--- config.mk ---
export PLATFORM = sky130hd
export DESIGN_NAME = line_delay_chain_flat
export DESIGN_NICKNAME = d
export VERILOG_FILES = /design/src/rtl/line_delay_chain_if.sv /design/src/rtl/line_delay_chain.sv /design/src/flat_wrapper.sv
export SDC_FILE = /design/constraint.sdc
export NUM_CORES = 2
export LEC_CHECK = 0
export CAP_MARGIN = 20
export CORE_MARGIN = 4
export CORE_UTILIZATION = 41
export CTS_CLUSTER_SIZE = 40
export DETAILED_ROUTE_END_ITERATION = 7
export DONT_BUFFER_PORTS = 1
export PLACE_DENSITY = 0.53
export SLEW_MARGIN = 20
export SYNTH_ARGS = -nofsm -noshare
export SYNTH_HDL_FRONTEND = slang
export SYNTH_SLANG_ARGS = --single-unit
--- constraint.sdc ---
create_clock -name clk -period 9.49 [get_ports clk]
set_input_delay 2.847 -clock clk [delete_from_list [all_inputs] [get_ports clk]]
set_output_delay 2.847 -clock clk [all_outputs]
set_load 0.05 [all_outputs]
--- src/rtl/line_delay_chain_if.sv ---
// Pixel stream in, aligned tap column out; master drives the stream, slave is the delay chain.
// No backpressure: the producer owns the pace through in_valid.
interface line_delay_chain_if #(
   parameter int DATA_W   = 8,
   parameter int NUM_TAPS = 3
);
   logic                       in_valid;
   logic [DATA_W-1:0]          in_data;
   logic [NUM_TAPS*DATA_W-1:0] taps_o;
   logic                       out_valid;

   modport master (
      output in_valid,
      output in_data,
      input  taps_o,
      input  out_valid
   );

   modport slave (
      input  in_valid,
      input  in_data,
      output taps_o,
      output out_valid
   );
endinterface

--- src/rtl/line_delay_chain.sv ---
// Multi-line delay feeding a NUM_TAPS-high window: tap k is the sample accepted k*DELAY samples ago.
// One cycle from accept to taps_o; no backpressure, every valid sample is taken unless flush is high.
module line_delay_chain #(
   parameter int DATA_W   = 8,
   parameter int DELAY    = 253,
   parameter int NUM_TAPS = 3
) (
   input  logic                                       clk,
   input  logic                                       nres,
   input  logic                                       flush,
   line_delay_chain_if.slave                          bus,
   output logic                                       primed,
   output logic [$clog2((NUM_TAPS-1)*DELAY+1)-1:0]    fill_cnt
);
   localparam int PRIME = (NUM_TAPS-1)*DELAY;
   localparam int FCW   = $clog2(PRIME+1);
   localparam int PTRW  = (DELAY > 1) ? $clog2(DELAY) : 1;
   localparam int TW    = NUM_TAPS*DATA_W;

   typedef enum logic {FILL, RUN} state_t;

   state_t            state_q, state_d;
   logic [PTRW-1:0]   ptr_q, ptr_d;
   logic [FCW-1:0]    fill_q, fill_d;
   logic              vld_q, vld_d;
   logic [TW-1:0]     taps_q, taps_d;
   logic              wr_en;

   logic [DATA_W-1:0] ram_q [NUM_TAPS-1][DELAY];
   logic [DATA_W-1:0] rd    [NUM_TAPS-1];

   always_comb begin
      for (int k = 0; k < NUM_TAPS-1; k++) begin
         rd[k] = ram_q[k][ptr_q];
      end
   end

   always_comb begin
      state_d = state_q;
      ptr_d   = ptr_q;
      fill_d  = fill_q;
      vld_d   = 1'b0;
      taps_d  = taps_q;
      wr_en   = 1'b0;
      if (flush) begin
         // A sample arriving with flush is dropped; taps keep their last column.
         state_d = FILL;
         ptr_d   = '0;
         fill_d  = '0;
      end else if (bus.in_valid) begin
         wr_en = 1'b1;
         taps_d[0 +: DATA_W] = bus.in_data;
         for (int k = 1; k < NUM_TAPS; k++) begin
            taps_d[k*DATA_W +: DATA_W] = rd[k-1];
         end
         ptr_d = (ptr_q == PTRW'(DELAY-1)) ? '0 : ptr_q + PTRW'(1);
         case (state_q)
            FILL: begin
               fill_d = fill_q + FCW'(1);
               if (fill_q == FCW'(PRIME-1)) begin
                  state_d = RUN;
               end
            end
            RUN: begin
               vld_d = 1'b1;
            end
            default: state_d = FILL;
         endcase
      end
   end

   always_ff @(posedge clk) begin
      if (!nres) begin
         state_q <= FILL;
         ptr_q   <= '0;
         fill_q  <= '0;
         vld_q   <= 1'b0;
         taps_q  <= '0;
      end else begin
         state_q <= state_d;
         ptr_q   <= ptr_d;
         fill_q  <= fill_d;
         vld_q   <= vld_d;
         taps_q  <= taps_d;
      end
   end

   // Line storage is never cleared; stale words are flushed out before the first valid column.
   always_ff @(posedge clk) begin
      if (nres && wr_en) begin
         ram_q[0][ptr_q] <= bus.in_data;
         for (int k = 1; k < NUM_TAPS-1; k++) begin
            ram_q[k][ptr_q] <= rd[k-1];
         end
      end
   end

   assign bus.taps_o    = taps_q;
   assign bus.out_valid = vld_q;
   assign primed        = (state_q == RUN);
   assign fill_cnt      = fill_q;
endmodule
--- src/flat_wrapper.sv ---
// flat-port wrapper written by rule: the top's interface ports become plain ports
module line_delay_chain_flat 
#(
   parameter int DATA_W   = 8,
   parameter int DELAY    = 253,
   parameter int NUM_TAPS = 3
)
  (clk, nres, flush, primed, fill_cnt, bus_in_valid, bus_in_data, bus_taps_o, bus_out_valid);
  line_delay_chain_if #(.DATA_W(DATA_W), .NUM_TAPS(NUM_TAPS)) bus_i ();
  input  logic clk;
  input  logic nres;
  input  logic flush;
  output logic primed;
  output logic [$clog2((NUM_TAPS-1)*DELAY+1)-1:0] fill_cnt;
  input wire logic [$bits(bus_i.in_valid)-1:0] bus_in_valid;
  input wire logic [$bits(bus_i.in_data)-1:0] bus_in_data;
  output wire logic [$bits(bus_i.taps_o)-1:0] bus_taps_o;
  output wire logic [$bits(bus_i.out_valid)-1:0] bus_out_valid;
  assign bus_i.in_valid = bus_in_valid;
  assign bus_i.in_data = bus_in_data;
  assign bus_taps_o = bus_i.taps_o;
  assign bus_out_valid = bus_i.out_valid;
  line_delay_chain #(.DATA_W(DATA_W), .DELAY(DELAY), .NUM_TAPS(NUM_TAPS)) u_core (.clk(clk), .nres(nres), .flush(flush), .bus(bus_i), .primed(primed), .fill_cnt(fill_cnt));
endmodule
== After elaboration in Yosys (flattened, before gate mapping) ==
Memories as Yosys holds them, arrays and structs flattened.
Cells that the tools add are included.
Storage, ports and cells
  flip-flop bits (word level): 43
  latch bits: 0
  memory bits (writable): 4048
  bits in read-only memories: 0
  input port bits: 12
  memories: 1
Operators by class
  add/subtract/negate cells: 2
  multiply operators: 0
  div/mod/pow operators: 0
  magnitude comparators: 2
  equal/unequal tests: 2
  shift-type cells: 0
  muxes and demuxes: 16
  bitwise logic cells: 5
  reduce and logical (&&, ||, !) cells: 6
Memory list
  u_core.ram_q: words 2, width 2024, read ports 2, clocked after Yosys merged registers in 0, write ports 2, RTL line line_delay_chain.sv:29  | logic [DATA_W-1:0] ram_q [NUM_TAPS-1][DELAY];
Operators by type and width (count)
  two-way mux 2024 bit: 1
  binary-select mux 8 bit (select 8 bit): 2
  demux 8 bit (select 8 bit): 1
  two-way mux 8 bit: 6
  adder 9 x 1 -> 9 bit, second input constant: 1
  equality test 9 bit, second input constant: 1
  greater-or-equal comparator 9 bit, second input constant: 1
  < comparator 9 x 1 -> 1 bit, second input constant: 1
  inverter 8 -> 9 bit: 1
  adder 8 x 1 -> 8 bit, second input constant: 1
  equality test 8 bit, second input constant: 1
  two-way mux 1 bit: 6
  inverter 1 bit: 4
  AND reduction 2 bit: 2
  OR reduction 3 bit: 1
  logical AND 1 bit: 2
  OR reduction 2 bit: 1

== Depth between registers and ports, before layout ==
  word-level depth: 6
  depth in mapped cells: 14
  gate-level depth less buffers: 7

== Least setup slack after synthesis ==
Ideal clock, no wire load.
  path kind: register to register
  start point: reg u_core.ptr_q[1]
  end point: mem u_core.ram_q[0][2025] in the netlist's numbering, data pin
  arrival: 6.230 ns
  slack: 1.481 ns
  stages on the path, launching flop included: 11
  path buffers: 5
  period minus slack after synthesis: 8.009 ns
  cells stage by stage: dfxtp_1 -> buf_2 -> buf_6 -> buf_4 -> buf_2 -> clkbuf_1 -> mux4_2 -> a221oi_1 -> a31oi_1 -> nor4_1 -> nand4_1
RTL lines
  from (decl): RTL line line_delay_chain.sv:23  | logic [PTRW-1:0] ptr_q, ptr_d;
  from (signal assigned): RTL line line_delay_chain.sv:81  | ptr_q <= ptr_d;
  to (decl): RTL line line_delay_chain.sv:29

==> summary.txt <==
Layout
  – Share of cells above drive strength 1: 27.1%
  – Cell area after layout: approximately 180000 um^2
  – Fillers: 31252
  – Nets: 7456
  – Reg area: roughly 120000 um^2
  – Area grow syn2layout: 13.7%
  – Most frequent cells in the layout: 4048 x edfxtp_1, 993 x mux4_2, 433 x clkbuf_16
  – Area occupied by multi-input gates: 33000 um^2
  – Most common cell after layout, fill and taps aside: edfxtp_1

Worst setup path
  – Top delay family on crit path: buffers and inverters
  – Critical Path RT: roughly 10 ns
  – CP peak stage delay: 0.92 ns
  – CP max-delay cell: a221oi_1
  – Most frequent CP cell: buf_4
  – CP startpoint kind: register
  – Critical Path End Type: register
  – Crit path kind: reg -> reg
  – Worst path cell trace: buf_12 -> buf_4 -> mux4_2 -> a221oi_1 -> a31oi_2 -> nor4_1 -> nand4_1 -> buf_4 -> buf_4
  – Crit path max fanout: between 50 and 60
  – WP data arrival: 6.76 ns
  – CP Buf/Inv Count: 4

Clock network
  – TritonCTS clock tree: done
  – Clock Root Buffer: clkbuf_16
  – H-tree levels: 5
  – CTS sink cnt: 4091
  – Post-CTS Hold Fix Bufs: 0
  – Post-CTS Setup Repair Bufs: 0
  – CTS clock-pin slew for the worst setup and hold paths: 0.07 ns
  – # resized after CTS: 0
  – CTS buffer count: 430
  – Clk_lat worst skew: 0.99 ns
  – Longest Clk Path Bufs: 4

Route
  – Drt pass-1 iters: 6
  – Post-route ant nets: 0
  – DRT iter0 DRCs: about 9600
  – Vias: 76708
  – Drt via density: 5.99
  – DRT Wirelength: ~450000 um
  – # DRC: 0
  – Wire per inst: 35.1 um

Yosys
  – Post-synthesis cell area: 157000 um^2
  – Post-Syn Instances: 7059
  – Netlist cell types: approximately 70
  – Syn nets: slightly above 7000
  – Synth top area cells: edfxtp_1 77%, mux4_2 14%, mux2i_1 1.9%
  – Number of synthesized register bits: 4091
  – Mean Syn Cell Area: 22.2 um^2
  – Ys flop type: edfxtp_1
  – Share of the synthesized area in the top cell type: 77.5%
  – Sequential area share after synthesis: ~78%
  – Async SR Flop Fraction: 0%
  – Cell taking the most area after synthesis: edfxtp_1
  – Number of enable flip-flop cells after synthesis: 4048
  – Synth warnings: 0

Timing
  – Pins Over Slew Limit: 45
  – Final setup viols: 0
  – Final Hold Viols: 0
  – Worst slew pin tran: 1.58 ns
  – Slew HR: -5.34%
  – Clock Skews: 0.0843 ns
  – Achievable Freq: 0.161 GHz
  – Setup repair after global routing missed its margin: false
  – Final min period: 6.22 ns
  – Sum Neg Setup Slack: 0 ns
  – Fin crit share: 65.5%
  – Final setup margin: 3.27 ns

Power and ir drop
  – Clock power share: 43.9%
  – Combinational share of power: between 2 and 2.5%
  – Cell internal pwr: 29.5 mW
  – Power density cells: 208 nW/um^2
  – Leakage power: 54.0 nW
  – Max VDD drop: about 170 uV
  – Flop pwr share: 53.8%
  – Switching part of the total: 20.5%
  – Sw power: between 7 and 8 mW

Floorplanning
  – Die Area: 393000 um^2
  – Row count: 226
  – Core Region: 380000 um^2
  – Initial Utilization: 41.3%
  – Chip width: 627 um
  – Ports: between 40 and 50
  – Die Span Y: around 630 um

Flow run
  – Maxcap violations: 0

GRT
  – Initial antenna violation count: 18
  – Vias in the first global route: 76181
  – Remaining Overflow, GRT: 0
  – First-pass GRT wire length: 625000 um
  – Overall routing resource usage: 22.7%
  – Largest net degree at the start of global routing: 255

Placed design
  – Dpl cell area: 165000 um^2
  – Input/output buffers: 0
  – Worst slack, placed: 3.09 ns
  – GP Congestion: just over 0.9
  – Detail Placement HPWL: about 270000 um

Min path
  – Worst hold path type: reg -> reg

Outcome
  – Failing checks: slew limit
  – Outcome: complete, but fails checks
path summary, 6_finish.rpt:
path	from	to	slack, ns	cells past startpoint
min reg2reg	u_core.bus.taps_o[3]$_SDFFE_PN0P_	u_core.bus.taps_o[3]$_SDFFE_PN0P_	0.72	2
max	u_core.ptr_q[0]$_SDFFE_PP0P_	u_core.ram_q[0][3179]$_DFFE_PP_	3.27	9
max reg2reg	u_core.ptr_q[0]$_SDFFE_PP0P_	u_core.ram_q[0][3179]$_DFFE_PP_	3.27	9
min	u_core.bus.taps_o[3]$_SDFFE_PN0P_	u_core.bus.taps_o[3]$_SDFFE_PN0P_	0.72	2
synth_stat cells (all sizes together) (10+ instances only):
master / number
edfxtp: 4048
mux4: 993
nor2: 311
mux2i: 292
buf: 257
nand2: 184
clkbuf: 153
a22oi: 123
nand3: 79
a21oi: 60
o21ai: 58
dfxtp: 43
nor3: 40
a221oi: 39
o22ai: 39
a22o: 35
a211oi: 22
a31oi: 18
mux2: 18
nor4: 18
o221ai: 18
nand4: 17
and2: 13
inv: 13
nand2b: 13
nor2b: 13
a2111oi: 11
o2111ai: 11
o211ai: 10
area by class of cell:
class	count	area share, %
Clock inverter	236	1.25
Tap cell	5016	3.52
Multi-Input combinational cell	2545	18.5
Antenna cell	10	0.0140
Inverter	13	0.0323
Timing Repair Buffer	357	1.68
Sequential cell	4091	68.6
Clock buffer	547	6.36
tightest hold or removal path: stages (launching register included):
cell,delay [ns]
dfxtp_1,0.48
nand2_1,0.11
a21boi_0,0.08
state kept, by name (all words and copies together), names as in the netlist:
name,cells
u_core.bus.out_valid,1
u_core.bus.taps_o,24
u_core.fill_cnt,9
u_core.primed,1
u_core.ptr_q,8
u_core.ram_q,4048
stage by stage:
stage	hold slack (ns)	power (mW)	utilization, %	std cells
3_5_place_dp	0.723	21.2	43.3	12017
5_1_grt	0.735	38.2	46.9	12806
4_1_cts	0.732	37.4	46.9	12800
2_1_floorplan	0.679	20.9	-	7059
6_report	0.724	37.1	46.9	12815
3_3_place_gp	0.715	21.2	43.3	12014
logic make-up after synthesis:
kind of cell | synth area share (%)
compound gates | 2.31
flops | 78.0
fa+ha+maj | 0.0478
buf+inv | 1.27
simple gates | 2.03
xor+xnor | 0.0726
mux | 16.2
routing by layer:
| layer | GRT usage [%] | share of wire [%] |
|---|---|---|
| met1 | 32.4 | 41 |
| met2 | 35.4 | 47 |
| met3 | 3.80 | 7.6 |
| met4 | 7.92 | 4.0 |
| met5 | 0 | 0.0031 |
power groups by stage:
stage	Combinational [mW]	Clock (mW)	Sequential, mW
final	0.872	16.3	20.0
after global routing	0.920	17.4	19.9
after CTS	0.881	16.6	19.9
after detailed placement	0.879	0	20.3
after global placement	0.867	0	20.3
after floorplan	0.554	0	20.4
Power figures use the tool's default switching activity.
